--- src/rtl/eqn_seq_cmp_amisha_pkg.sv ---
// Shared types and helpers for the digit-serial comparator.
package eqn_cmp_pkg_amisha;

  typedef enum logic [1:0] {
    IDLE = 2'd0,
    RUN  = 2'd1,
    DONE = 2'd2
  } state_e;

  // Width of the digit index / counter; at least one bit even when N = 1.
  function automatic int unsigned idx_width(input int unsigned n);
    return (n <= 1) ? 1 : $clog2(n);
  endfunction

endpackage

--- src/rtl/eqn_seq_cmp_amisha_slice.sv ---
// Combinational DIGIT-wide compare slice: equality and unsigned greater-than.
module cmp_slice_amisha #(
  parameter int unsigned DIGIT = 1
) (
  input  logic [DIGIT-1:0] a_digit,
  input  logic [DIGIT-1:0] b_digit,
  output logic             slice_eq,
  output logic             slice_gt
);

  logic [DIGIT-1:0] bit_eq;

  // One XNOR equality cell per bit.
  for (genvar i = 0; i < DIGIT; i++) begin : g_eq_cell
    assign bit_eq[i] = ~(a_digit[i] ^ b_digit[i]);
  end

  assign slice_eq = &bit_eq;

  // Greater-than chain walked LSB to MSB so the most significant difference wins.
  always_comb begin
    slice_gt = 1'b0;
    for (int unsigned i = 0; i < DIGIT; i++) begin
      slice_gt = (a_digit[i] & ~b_digit[i]) | (bit_eq[i] & slice_gt);
    end
  end

endmodule

--- src/rtl/eqn_seq_cmp_amisha.sv ---
// Digit-serial unsigned comparator, MSB digit first, with start/busy/done handshake.
module eqn_seq_cmp_amisha
  import eqn_cmp_pkg_amisha::*;
#(
  parameter int unsigned WIDTH      = 8,
  parameter int unsigned DIGIT      = 1,
  parameter bit          EARLY_EXIT = 1'b0
) (
  input  logic                                 clk_amisha,
  input  logic                                 rst_n_amisha,
  input  logic                                 start_amisha,
  input  logic [WIDTH-1:0]                     a_amisha,
  input  logic [WIDTH-1:0]                     b_amisha,
  output logic                                 busy_amisha,
  output logic                                 done_amisha,
  output logic                                 eq_amisha,
  output logic                                 gt_amisha,
  output logic                                 lt_amisha,
  output logic [idx_width(WIDTH/DIGIT)-1:0]    diff_idx_amisha
);

  localparam int unsigned N    = WIDTH / DIGIT;
  localparam int unsigned IW   = idx_width(N);
  localparam logic [IW-1:0] LAST = IW'(N - 1);

  state_e          state, state_nx;
  logic [WIDTH-1:0] a_sh, b_sh;
  logic [IW-1:0]   cnt;
  logic            decided;
  logic            dec_gt;
  logic [IW-1:0]   dec_idx;

  logic            slice_eq, slice_gt;
  logic            hit_now, gt_now, finish, accept;
  logic [IW-1:0]   idx_now;

  // Operands are shifted left each RUN cycle, so the current digit (digit[cnt])
  // always sits in the top DIGIT bits; cnt only tracks its index.
  cmp_slice_amisha #(.DIGIT(DIGIT)) u_slice (
    .a_digit  (a_sh[WIDTH-1 -: DIGIT]),
    .b_digit  (b_sh[WIDTH-1 -: DIGIT]),
    .slice_eq (slice_eq),
    .slice_gt (slice_gt)
  );

  // Decision including the current digit; an earlier difference is never overridden.
  always_comb begin
    hit_now = decided | ~slice_eq;
    gt_now  = decided ? dec_gt  : slice_gt;
    idx_now = decided ? dec_idx : cnt;
    finish  = (cnt == '0) | (EARLY_EXIT & ~slice_eq);
    accept  = start_amisha & ((state == IDLE) | (state == DONE));
  end

  // State register.
  always_ff @(posedge clk_amisha) begin
    if (!rst_n_amisha) state <= IDLE;
    else               state <= state_nx;
  end

  // Next-state logic.
  always_comb begin
    state_nx = state;
    case (state)
      IDLE:    state_nx = start_amisha ? RUN : IDLE;
      RUN:     state_nx = finish ? DONE : RUN;
      DONE:    state_nx = start_amisha ? RUN : IDLE;
      default: state_nx = IDLE;
    endcase
  end

  // Handshake outputs decoded from state.
  always_comb begin
    busy_amisha = (state == RUN);
    done_amisha = (state == DONE);
  end

  // Operand, counter, running-decision and result registers. The running
  // decision is kept internally so eq/gt/lt stay 0 throughout RUN and are
  // published only on the transition into DONE.
  always_ff @(posedge clk_amisha) begin
    if (!rst_n_amisha) begin
      a_sh            <= '0;
      b_sh            <= '0;
      cnt             <= '0;
      decided         <= 1'b0;
      dec_gt          <= 1'b0;
      dec_idx         <= '0;
      eq_amisha       <= 1'b0;
      gt_amisha       <= 1'b0;
      lt_amisha       <= 1'b0;
      diff_idx_amisha <= '0;
    end else if (accept) begin
      a_sh            <= a_amisha;
      b_sh            <= b_amisha;
      cnt             <= LAST;
      decided         <= 1'b0;
      dec_gt          <= 1'b0;
      dec_idx         <= '0;
      eq_amisha       <= 1'b0;
      gt_amisha       <= 1'b0;
      lt_amisha       <= 1'b0;
      diff_idx_amisha <= '0;
    end else if (state == RUN) begin
      a_sh    <= a_sh << DIGIT;
      b_sh    <= b_sh << DIGIT;
      decided <= hit_now;
      dec_gt  <= gt_now;
      dec_idx <= idx_now;
      if (finish) begin
        eq_amisha       <= ~hit_now;
        gt_amisha       <= hit_now & gt_now;
        lt_amisha       <= hit_now & ~gt_now;
        diff_idx_amisha <= hit_now ? idx_now : '0;
      end else begin
        cnt <= cnt - 1'b1;
      end
    end
  end

endmodule

--- config.mk ---
export PLATFORM = sky130hd
export DESIGN_NAME = eqn_seq_cmp_amisha
export DESIGN_NICKNAME = d
export VERILOG_FILES = /design/src/rtl/eqn_seq_cmp_amisha_pkg.sv /design/src/rtl/eqn_seq_cmp_amisha_slice.sv /design/src/rtl/eqn_seq_cmp_amisha.sv
export SDC_FILE = /design/constraint.sdc
export NUM_CORES = 1
export LEC_CHECK = 0
export ABC_CLOCK_PERIOD_IN_PS = 3510
export CORE_MARGIN = 2
export CORE_UTILIZATION = 54
export CTS_BUF_LIST = sky130_fd_sc_hd__clkbuf_16
export DETAILED_ROUTE_END_ITERATION = 16
export GPL_TIMING_DRIVEN = 0
export HOLD_SLACK_MARGIN = 0.03
export PLACE_DENSITY = 0.83
export SLEW_MARGIN = 20
export SYNTH_ARGS = -nofsm -noshare
export SYNTH_HDL_FRONTEND = slang
export SYNTH_SLANG_ARGS = --single-unit
--- constraint.sdc ---
create_clock -name clk_amisha -period 3.51 [get_ports clk_amisha]
set_input_delay 0.702 -clock clk_amisha [delete_from_list [all_inputs] [get_ports clk_amisha]]
set_output_delay 0.702 -clock clk_amisha [all_outputs]
set_load 0.01 [all_outputs]
==> insert_results.sql <==
INSERT INTO impl_metrics (metric_group, metric, value, unit) VALUES
('layout', 'fillerInstances', '182', ''),
('global_route', 'wire_length_of_the_first_global_routing_pass', '5.264', 'mm'),
('global_route', 'antenna_found_initial', '0', ''),
('floorplanning', 'die-area', '3018', 'um2'),
('clock_tree', 'cts-buffers-inserted', '5', ''),
('route', 'antenna_left', '0', ''),
('worst_setup_path', 'crit_arrival', '1.73', 'ns'),
('pwr', 'static-leakage-power', '0.6998', 'nW'),
('floorplanning', 'starting_density_of_the_core', '56.57', '%'),
('logic_synthesis', 'synthTopCellsByArea', 'dfxtp_1 (46%), a21boi_1 (6.4%), a22oi_1 (5.9%)', ''),
('route', 'route.detailed.drc', '0', ''),
('hold_path', 'worst_hold_path_type', 'reg2reg', ''),
('clock_tree', 'clk_pin_slew', '0.05', 'ns'),
('worst_setup_path', 'timing.critical_path.to', 'busy_amisha', ''),
('clock_tree', 'postCtsSetupBuffers', '0', ''),
('logic_synthesis', 'yosys.area.top_type', 'dfxtp_1', ''),
('worst_setup_path', 'crit_path_top_delay_cell', 'clkdlybuf4s50_1', ''),
('clock_tree', 'root_buffer', 'clkbuf_16', ''),
('logic_synthesis', 'seq_total_area_yosys', '45.71', '%'),
('worst_setup_path', 'end_kind', 'output port', ''),
('worst_setup_path', 'critical_path.startpoint', 'state[0]', ''),
('route', 'wl_per_cell', '14.40', 'um'),
('clock_tree', 'ctsHtreeMaxLevel', '2', ''),
('global_route', 'grt_start_max_net_pins', '12', ''),
('worst_setup_path', 'r2r_end', 'diff_idx_amisha[1]', ''),
('timing', 'fin_worst_hold_slack', '0.4554', 'ns'),
('route', 'number_of_vias_per_cell', '5.955', ''),
('route', 'finalWirelength', '3.211', 'mm'),
('clock_tree', 'tritoncts', 'done', ''),
('logic_synthesis', 'netlist_top_cells_count', 'dfxtp_1 (32), nand2_1 (16), nand3_1 (16), a21boi_1 (12), a22oi_1 (11)', ''),
('logic_synthesis', 'top_count_cell_post_synth', 'dfxtp_1', ''),
('logic_synthesis', 'netlist_area', '1401', 'um2'),
('global_route', 'number_of_global_route_vias_before_repair', '1213', ''),
('timing', 'final.setup.tns', '0', 'ns'),
('job', 'max-cap-violations', '0', ''),
('placement', 'place.gp.congestion', '0.7577', ''),
('pwr', 'comb_power_share', '15.2', '%'),
('placement', 'io_buffer_count', '26', ''),
('route', 'dr.pass1.iters', '4', ''),
('pwr', 'cellInternalPower', '0.7192', 'mW'),
('timing', 'min_period_over_period', '69.40', '%'),
('timing', 'clock_skew', '0.002739', 'ns'),
('worst_setup_path', 'cp_max_fo', '10', ''),
('run_status', 'outcome', 'completed', ''),
('worst_setup_path', 'critical_path_type', 'reg2out', ''),
('logic_synthesis', 'syn_avg_cell_area', '8.813', 'um2'),
('pwr', 'irDropWorstVdd', '443.1', 'uV'),
('hold_path', 'timing.hold.worst.start', 'lt_amisha', ''),
('floorplanning', 'coreArea', '2477', 'um2'),
('floorplanning', 'fp-row-count', '18', ''),
('logic_synthesis', 'synth_cells', '159', ''),
('worst_setup_path', 'cpPeakStageDelay', '0.57', 'ns'),
('pwr', 'power.share.clock', '43.2', '%'),
('logic_synthesis', 'ys_seq_elements', '32', ''),
('timing', 'worstMarginPinSlew', '0.4333', 'ns'),
('clock_tree', 'clock_sinks', '32', ''),
('layout', 'diodes', '0', ''),
('route', 'drtIter0Drc', '34', ''),
('route', 'dr_total_vias', '1328', ''),
('worst_setup_path', 'worst-path-buf-inv', '3', ''),
('logic_synthesis', 'synth_top_flop_cell', 'dfxtp_1', ''),
('clock_tree', 'cts_repair_resize_count', '0', ''),
('timing', 'maxSlewHeadroom', '71.12', '%'),
('floorplanning', 'floorplan.die.width', '54.94', 'um'),
('timing', 'report.final.hold_viol_count', '0', ''),
('pwr', 'power.density', '528.5', 'nW/um2'),
('timing', 'setup_repair_after_global_routing_missed_its_margin', 'no', ''),
('clock_tree', 'ctsHoldBuffers', '0', ''),
('worst_setup_path', 'worst_ep_required_time', '2.81', 'ns'),
('global_route', 'grt_util_all_layers', '25.14', '%'),
('floorplanning', 'pin_count', '27', '');
## how the worst min path moves through the flow
stage,end,slack (ns),depth (start not counted)
detailed placement,b_sh[0],0.45,2
CTS,lt_amisha,0.46,2
global route,diff_idx_amisha[2],0.48,2
global placement,diff_idx_amisha[2],0.44,2
finish,lt_amisha,0.46,2
floorplan,b_sh[0],0.43,2
## power groups by stage
stage          combinational [mW]  clock (mW)  sequential (mW)
6_report                    0.148       0.420            0.406
5_1_grt                     0.164       0.435            0.408
4_1_cts                     0.147       0.419            0.405
3_5_place_dp                0.144           0            0.412
3_3_place_gp                0.140           0            0.411
2_1_floorplan              0.0952           0            0.409
## logic make-up (layout without fill, tap and decap cells)
group | Yosys count | count (layout) | share of synthesized area, %
muxes | 1 | 1 | 0.7143
AOI/OAI and AO/OA | 46 | 46 | 23.13
and+or+nand+nor | 59 | 59 | 21.52
DFF | 32 | 32 | 45.71
adders and majority gates | 3 | 3 | 2.679
buffers and inverters | 18 | 52 | 6.249
## final cells by class
cell class                      instances  area [um2]  area share [%]
Tap cell                               30       37.54           2.037
Multi-Input combinational cell        109       673.1           36.52
Inverter                                5       18.77           1.018
Buffer                                 13       68.82           3.734
Clock inverter                          3       18.77           1.018
Sequential cell                        32       640.6           34.76
Timing Repair Buffer                   26       260.3           14.12
Clock buffer                            5       125.1           6.789
## per-stage QoR
| stage | utilization [%] | instances | worst slack, ns | power, mW |
|---|---|---|---|---|
| after floorplan | - | 159 | 2.056 | 0.5039 |
| after global placement | 68.59 | 215 | 1.404 | 0.5513 |
| after detailed placement | 68.59 | 215 | 1.393 | 0.5563 |
| after CTS | 74.39 | 223 | 1.084 | 0.9721 |
| after global routing | 74.39 | 223 | 1.013 | 1.007 |
| final | 74.39 | 223 | 1.074 | 0.9740 |
## worst register-to-register path: stages, from the launching register on
cell and delay, ns:
dfxtp_1 0.38, inv_1 0.11, ha_1 0.26, and4bb_1 0.21, buf_2 0.16, o311a_1 0.13
nor3_1 0.16
## flip-flops by register name (all words and copies together) (netlist names), 2 cells and up
name             cells
diff_idx_amisha      3
cnt                  3
a_sh                 8
dec_idx              3
state                2
b_sh                 8
## placed cells by master, fill, tap and decap left out
cell type | Yosys | final
clkinv_2 | 0 | 2
nand4bb_1 | 1 | 1
buf_2 | 7 | 7
dfxtp_1 | 32 | 32
buf_6 | 1 | 1
nand3b_1 | 1 | 1
nand2b_2 | 1 | 1
and4bb_1 | 1 | 1
buf_4 | 1 | 1
or2_0 | 1 | 1
nand4_1 | 1 | 1
nor2b_1 | 3 | 3
clkbuf_16 | 0 | 5
a21boi_1 | 12 | 12
ha_1 | 3 | 3
a211oi_1 | 1 | 1
o21ai_1 | 5 | 5
clkbuf_1 | 4 | 4
and2_1 | 1 | 1
a21oi_1 | 9 | 9
nand2_1 | 16 | 16
mux2i_1 | 1 | 1
nand2b_1 | 3 | 3
nor3b_1 | 2 | 2
inv_1 | 4 | 4
nor3_1 | 4 | 4
a31oi_1 | 1 | 1
inv_2 | 1 | 1
o211a_1 | 1 | 1
clkdlybuf4s50_1 | 0 | 26
o221ai_1 | 2 | 2
clkinv_4 | 0 | 1
nand3_1 | 16 | 16
nor2_1 | 8 | 8
o311a_1 | 4 | 4
a22oi_1 | 11 | 11
## layer usage
layer	track usage (%)	wire (um)	vias up
li1	-	-	634
met1	27.85	1333	642
met2	43.06	1628	43
met3	7.258	177	9
met4	13.82	72	0
met5	0	0	-
(Power assumes the default switching activity.)
